## config.mk

```make
export PLATFORM = sky130hd
export DESIGN_NAME = if_fetch_buf
export DESIGN_NICKNAME = d
export VERILOG_FILES = /design/src/rtl/if_fetch_buf.sv
export SDC_FILE = /design/constraint.sdc
export NUM_CORES = 1
export LEC_CHECK = 0
export ABC_CLOCK_PERIOD_IN_PS = 5250
export BUFFER_PORTS_ARGS = -buffer_cell sky130_fd_sc_hd__buf_4
export CORE_AREA = 8 8 132 134
export DETAILED_ROUTE_END_ITERATION = 7
export DIE_AREA = 0 0 140 142
export PLACE_DENSITY = 0.78
export SLEW_MARGIN = 20
export SYNTH_ARGS = -nofsm -noshare
export SYNTH_HDL_FRONTEND = slang
export SYNTH_SLANG_ARGS = --single-unit
export TNS_END_PERCENT = 20
```

## constraint.sdc

```tcl
create_clock -name clk -period 5.25 [get_ports clk]
set_input_delay 0.2625 -clock clk [delete_from_list [all_inputs] [get_ports clk]]
set_output_delay 0.2625 -clock clk [all_outputs]
set_load 0.01 [all_outputs]
```

## src/rtl/if_fetch_buf.sv

```systemverilog
// Instruction-fetch stage: owns the PC, fetches from a 1-cycle ROM and
// buffers returned words for ID behind a valid/ready handshake.
module if_fetch_buf #(
  parameter logic [31:0] RESET_PC = 32'h0000_0000,
  parameter int          DEPTH    = 2
) (
  input  logic        clk,
  input  logic        rst,
  output logic        rom_ce_o,
  output logic [31:0] rom_addr_o,
  input  logic [31:0] rom_data_i,
  input  logic        redirect_i,
  input  logic [31:0] redirect_pc_i,
  output logic        id_valid_o,
  input  logic        id_ready_i,
  output logic [31:0] id_pc_o,
  output logic [31:0] id_inst_o
);

  localparam int AW = (DEPTH > 1) ? $clog2(DEPTH) : 1;
  localparam int CW = AW + 1;

  logic [31:0]   pc;
  logic [31:0]   fetch_pc;
  logic          inflight;
  logic          run;
  logic [CW-1:0] count;
  logic [AW-1:0] rd_ptr;
  logic [AW-1:0] wr_ptr;
  logic [31:0]   pc_mem   [DEPTH];
  logic [31:0]   inst_mem [DEPTH];

  logic          valid;
  logic          pop;
  logic          wr;
  logic          issue;
  logic [CW:0]   occ;

  assign valid = (count != '0);
  assign pop   = valid & id_ready_i & ~redirect_i;
  assign wr    = inflight & ~redirect_i;

  // Projected occupancy after this edge; keeps one slot per in-flight fetch
  assign occ   = {1'b0, count} + (CW+1)'(inflight) - (CW+1)'(pop);
  assign issue = run & ~redirect_i & (occ < (CW+1)'(DEPTH));

  assign rom_ce_o   = issue;
  assign rom_addr_o = pc;
  assign id_valid_o = valid;
  assign id_pc_o    = valid ? pc_mem[rd_ptr]   : '0;
  assign id_inst_o  = valid ? inst_mem[rd_ptr] : '0;

  always_ff @(posedge clk or negedge rst) begin
    if (!rst) begin
      pc       <= RESET_PC;
      fetch_pc <= '0;
      inflight <= 1'b0;
      run      <= 1'b0;
      count    <= '0;
      rd_ptr   <= '0;
      wr_ptr   <= '0;
    end else begin
      run <= 1'b1;
      if (redirect_i) begin
        // Response arriving now belongs to the old path and is dropped
        pc       <= redirect_pc_i;
        inflight <= 1'b0;
        count    <= '0;
        rd_ptr   <= '0;
        wr_ptr   <= '0;
      end else begin
        inflight <= issue;
        if (issue) begin
          pc       <= pc + 32'd4;
          fetch_pc <= pc;
        end
        if (wr)
          wr_ptr <= wr_ptr + AW'(1);
        if (pop)
          rd_ptr <= rd_ptr + AW'(1);
        count <= count + CW'(wr) - CW'(pop);
      end
    end
  end

  always_ff @(posedge clk) begin
    if (wr) begin
      pc_mem[wr_ptr]   <= fetch_pc;
      inst_mem[wr_ptr] <= rom_data_i;
    end
  end

endmodule
```

; ---- After elaboration in Yosys (flattened, before gate mapping)
; Memories as Yosys holds them, arrays and structs flattened.
; Cells that the tools add are included.
[word_totals]
ff_bits = 70
ramBits = 128
input_bits = 68
output_inout_bits = 98
mem_count = 2
[mem_list]
columns = memory, depth, width, read_ports, rd_clocked_by_memory_dff, wr, line_no
row1 = inst_mem, 2, 32, 1, 0, 1, 31  ; logic [31:0] inst_mem [DEPTH];
row2 = pc_mem, 2, 32, 1, 0, 1, 30  ; logic [31:0] pc_mem [DEPTH];
[classes]
n_addsub = 7
order_cmp = 1
muxes = 12
n_bitwise = 6
reduce_logical = 5
[op_table]
columns = cell, count
row1 = $mux 32, 4
row2 = $add 32x3->32 const B, 1
row3 = $reduce_bool 2->1, 4
row4 = $mux 1, 7
row5 = $and 1x1->1, 5
row6 = $add 2x1->3, 1
row7 = $lt 3x2->1 const B, 1
row8 = $sub 3x1->3, 1
row9 = $add 1x1->1 const B, 2
row10 = $add 2x1->2, 1
row11 = $mux 2, 1
row12 = $reduce_and 2->1, 1
row13 = $sub 2x1->2, 1
row14 = $not 1->1, 1

; ---- Logic depth before layout (Yosys ltp)
[logic_depth]
ltp_word = 8
depth_mapped = 15
depth_no_buf = 13

; ---- Worst setup path before layout
; No wires, ideal clock.
[synth_path]
kind = input-to-reg
from = input redirect_i
to = memory inst_mem[0][0] (enable)
setup_time_ns = 0.486
t_arrival_ns = 3.639
required_time_ns = 4.764
slack_ns = 1.124
path_stages = 5
n_path_buf = 2
cell_sequence = inv_1 clkbuf_1 clkbuf_1 nand2_1 nor2_1
[synth_between]
elab_chain_len = 4
[synth_rtl]
columns = element, line_no
row1 = from (decl), 12  ; input logic redirect_i,
row2 = $not 1->1 (no line), --
row3 = $and 1x1->1, 41  ; assign wr = inflight & ~redirect_i;
row4 = $mux 1, 87  ; if (wr) begin
row5 = $mux 1 (implied by the code), 89  ; inst_mem[wr_ptr] <= rom_data_i;
row6 = to (decl), 31
; Every way passes these cells.

; ---- Worst setup path in the final report
[layout_path]
from = register count[1]
to = output rom_ce_o
[layout_between]
elab_chain_len = 6
[layout_rtl]
columns = element, line_no
row1 = from (decl), 27  ; logic [CW-1:0] count;
row2 = from (signal assigned), 81  ; count <= count + CW'(wr) - CW'(pop);
row3 = $reduce_bool 2->1, 39  ; assign valid = (count != '0);
row4 = $and 1x1->1 (2 in a row), 40  ; assign pop = valid & id_ready_i & ~redirect_i;
row5 = $sub 3x1->3 (*), 44  ; assign occ = {1'b0, count} + (CW+1)'(inflight) - (CW+1)'(pop);
row6 = $lt 3x2->1 (*), 45  ; assign issue = run & ~redirect_i & (occ < (CW+1)'(DEPTH));
row7 = $and 1x1->1 (*), 45
row8 = to (decl), 9  ; output logic rom_ce_o,
; Every way passes the cells marked *; elsewhere a longest branch is shown, timed or not.

==> impl_metrics.toml <==
[drt]
routed_via_density = 5.519
postRouteWirelength_um = 18400
firstDrtPassIters = 5
drc_errors = 0
route.vias.total = 5618
detail-route-antenna-nets = 0
average_routed_wire_per_standard_cell_um = 18.08
drt_iter0_markers = 417

[placed_design]
port_buffers = 165
routability_congestion = 0.8482
detailedPlacementHpwl_um = 12430
numPlacedInstances = 976

[setup_path]
max_stage_delay_ns = 0.78
cp-end-kind = "primary output"
cp_slowest_cell = "sky130_fd_sc_hd__or3_2"
worst-setup-path-type = "flop to primary output"
crit_path_max_fanout = 45
critical_path_data_required_time_ns = 4.99
worst_r2r_endpoint = "rom_addr_o[18]$_DFFE_PN0P_"
worst_setup_path_endpoint = "rom_ce_o"
cp-startpoint = "count[1]$_DFF_PN0_"
regToRegSetupSlack_ns = 1.42
worst_ep_arrival_time_ns = 3.67
cp_cell_sequence = "nor2_4, inv_1, nand2_1, nor2_1, ha_1, nand2b_1, fa_1, xor2_1, or3_2, inv_6, buf_4"
crit_path_start_kind = "flop"
rr_worst_depth = 13
regToRegStartpoint = "count[1]$_DFF_PN0_"

[cts]
clock_tree_from_tritoncts = "yes"
cts_num_sinks = 198
cts_made_buffers = 17
insertion_delay_ns = 0.43
post_cts_repair_setup_buffers = 0
htree_levels = 4
clock_tree.buffer_depth = 2
root_cell_of_the_clock_tree = "sky130_fd_sc_hd__clkbuf_16"
cts.clk_slew.worst_paths_ns = 0.07

[power_and_ir_drop]
net-switching-power_w = 0.001210
seq_power_share_pct = 50.1
netSwitchingFraction_pct = 28.23
vdd_ir_drop_max_v = 0.0002728
power_frac_comb_pct = 19.8
p_per_area_mw_per_mm2 = 417.7
power_leakage_nw = 4.150
power_report.internal_total_w = 0.003077
clock_power_share_pct = 30.1

[floorplan]
io-pin-count = 166
initial_utilization_pct = 53.08
die_h_um = 142
die_area_mm2 = 0.01988
dieWidth_um = 140
std_cell_rows = 46
design.core.area_mm2 = 0.01542

[sta]
timing.slew.headroom_pct = 39.61
setup_tns_ns = 0
transition_at_the_pin_with_the_smallest_max_transition_slack_ns = 0.9059
worst_clock_skew_ns = 0.007279
finalHoldViolations = 0
final_cycle_utilization_of_the_critical_path_pct = 74.82
setup_viol = 0
period_needed_ns = 3.928
achievable-frequency_ghz = 0.2546
slew_violations = 0
rsz_0062_raised_after_global_routing = "no"

[synthesis]
post-synth-top-count-cell = "sky130_fd_sc_hd__nand2_1"
post_synthesis_area_per_instance_um2 = 12.62
yosysTopAreaCellShare_pct = 46.94
post_synth_main_area_contributors = "sky130_fd_sc_hd__edfxtp_1, sky130_fd_sc_hd__dfrtp_1, sky130_fd_sc_hd__mux2i_1"
dominantRegCellSynth = "sky130_fd_sc_hd__edfxtp_1"
synthCells = 649
number_of_synthesized_flops_with_an_enable_pin = 128
mappedNetlistArea_mm2 = 0.008188
count_of_unique_library_cells_instantiated_by_yosys = 52
synth_async_sr_flop_share_pct = 35.35
postSynthRegisterBits = 198
synth-warning-count = 0
synth_top_cell_by_area = "sky130_fd_sc_hd__edfxtp_1"
yosysSeqAreaShare_pct = 68.34
yosys-top-cells-count = "sky130_fd_sc_hd__nand2_1, sky130_fd_sc_hd__edfxtp_1, sky130_fd_sc_hd__nor2_1, sky130_fd_sc_hd__dfrtp_1, sky130_fd_sc_hd__mux2i_1"
mappedNetlistNets = 722

[layout]
antennaDiodeCount = 0
layoutNonFillerInstCount = 1018
num-fill-cells = 1154
layout.nets = 886
ratio_of_cells_with_drive_above_1_in_the_final_layout_pct = 26.39
area_growth_syn_to_layout_pct = 25.34

[outcome]
status = "finished clean"

[global_route]
grt_max_degree = 71
first_global_vias = 5728
grt_overflow = 0
gr-usage-all-layers_pct = 19.00
grt_first_pass_wirelength_um = 29790
grt_antenna_before_repair = 0

[worst_hold_path]
hold_path.class = "input port to flop"

[run]
drv.max_cap_violation_count = 0
==> state kept, by name, indices dropped and copies added, names as in the netlist <==
signal,count
inflight,1
rd_ptr,1
rom_addr_o,32
wr_ptr,1
inst_mem,64
count,2
run,1
pc_mem,64
fetch_pc,32
==> critical path: cells and delay by family, from the launching register on <==
family                   cells  cell delay [ns]
AND/OR/NAND/NOR              5             1.22
adder cells (fa/ha/maj)      2             0.66
buffers and inverters        3             0.64
flip-flops                   1             0.46
XOR/XNOR                     1             0.24
==> worst min path at each step <==
stage              startpoint                         to  cells past startpoint
6_report       rom_data_i[20]  inst_mem[1][20]$_DFFE_PP_                      1
5_1_grt         rom_data_i[2]   inst_mem[0][2]$_DFFE_PP_                      1
4_1_cts        rom_data_i[16]  inst_mem[0][16]$_DFFE_PP_                      1
3_5_place_dp              rst    fetch_pc[5]$_DFFE_PN0P_                      1
3_3_place_gp              rst    fetch_pc[5]$_DFFE_PN0P_                      1
2_1_floorplan             rst         count[0]$_DFF_PN0_                      0
==> area by class of cell <==
type | count | area, µm² | share of cell area, %
Multi-Input combinational cell | 410 | 2426 | 23.64
Clock buffer | 19 | 432.9 | 4.218
Inverter | 8 | 35.03 | 0.3414
Tap cell | 192 | 240.2 | 2.341
Sequential cell | 198 | 5599 | 54.56
Clock inverter | 13 | 157.7 | 1.536
Timing Repair Buffer | 178 | 1371 | 13.36
==> cells in the final DEF (no fill, tap or decap), drive strengths merged, types with 8 or more instances in the layout <==
cell	netlist	layout
buf	22	169
nand2	135	135
edfxtp	128	128
nor2	85	85
dfrtp	70	70
mux2i	65	65
nand3	19	19
clkbuf	11	19
o21ai	18	18
o311ai	15	15
nand4	9	9
dlygate4sd3	0	9
inv	8	8
o211ai	8	8
==> power groups by stage <==
stage          Combinational, W  Clock (W)  Sequential, W
2_1_floorplan          0.000504          0        0.00211
3_3_place_gp           0.000805          0        0.00218
3_5_place_dp           0.000828          0        0.00220
4_1_cts                0.000836    0.00131        0.00217
5_1_grt                0.000940    0.00137        0.00218
6_report               0.000848    0.00129        0.00215
==> cell families after synthesis <==
kind of cell	count (synthesis)	synth area share, %
XOR/XNOR	6	0.6419
adder cells (fa/ha/maj)	5	0.8558
AO/OA/AOI/OAI	60	5.501
other	1	0.04580
AND/OR/NAND/NOR	271	14.10
buffers and inverters	41	2.292
multiplexers	67	8.221
flip-flops	198	68.34
==> metal layers <==
| metal | part of all wire [%] | wire (µm) | global-route usage [%] | vias to the layer above |
|---|---|---|---|---|
| li1 | - | - | - | 2663 |
| met1 | 44 | 8056 | 24.46 | 2674 |
| met2 | 47 | 8583 | 29.87 | 249 |
| met3 | 7.5 | 1378 | 5.669 | 32 |
| met4 | 2.1 | 383 | 7.429 | 0 |
| met5 | 0 | 0 | 0 | - |
==> metrics by stage <==
stage                     worst slack (ns)  cell area [µm²]  hold WS [ns]  total power, W  util (%)
after floorplan                      1.124             8188      -0.03309        0.002614         -
after global placement               1.661             9562        0.4215        0.002986     61.99
after detailed placement             1.501             9562        0.4340        0.003031     61.99
after CTS                            1.323            10230     0.0002496        0.004317     66.34
after global routing                 1.148            10260     0.0007677        0.004490     66.53
final                                1.322            10260       0.02114        0.004287     66.53
==> what timing repair did <==
| item | in CTS | in global routing |
|---|---|---|
| hold endpoints to repair | 81 | 2 |
| gates resized for setup | 0 | 0 |
| hold buffers | 8 | 1 |
No activity file was read; power rests on OpenSTA's default activity.
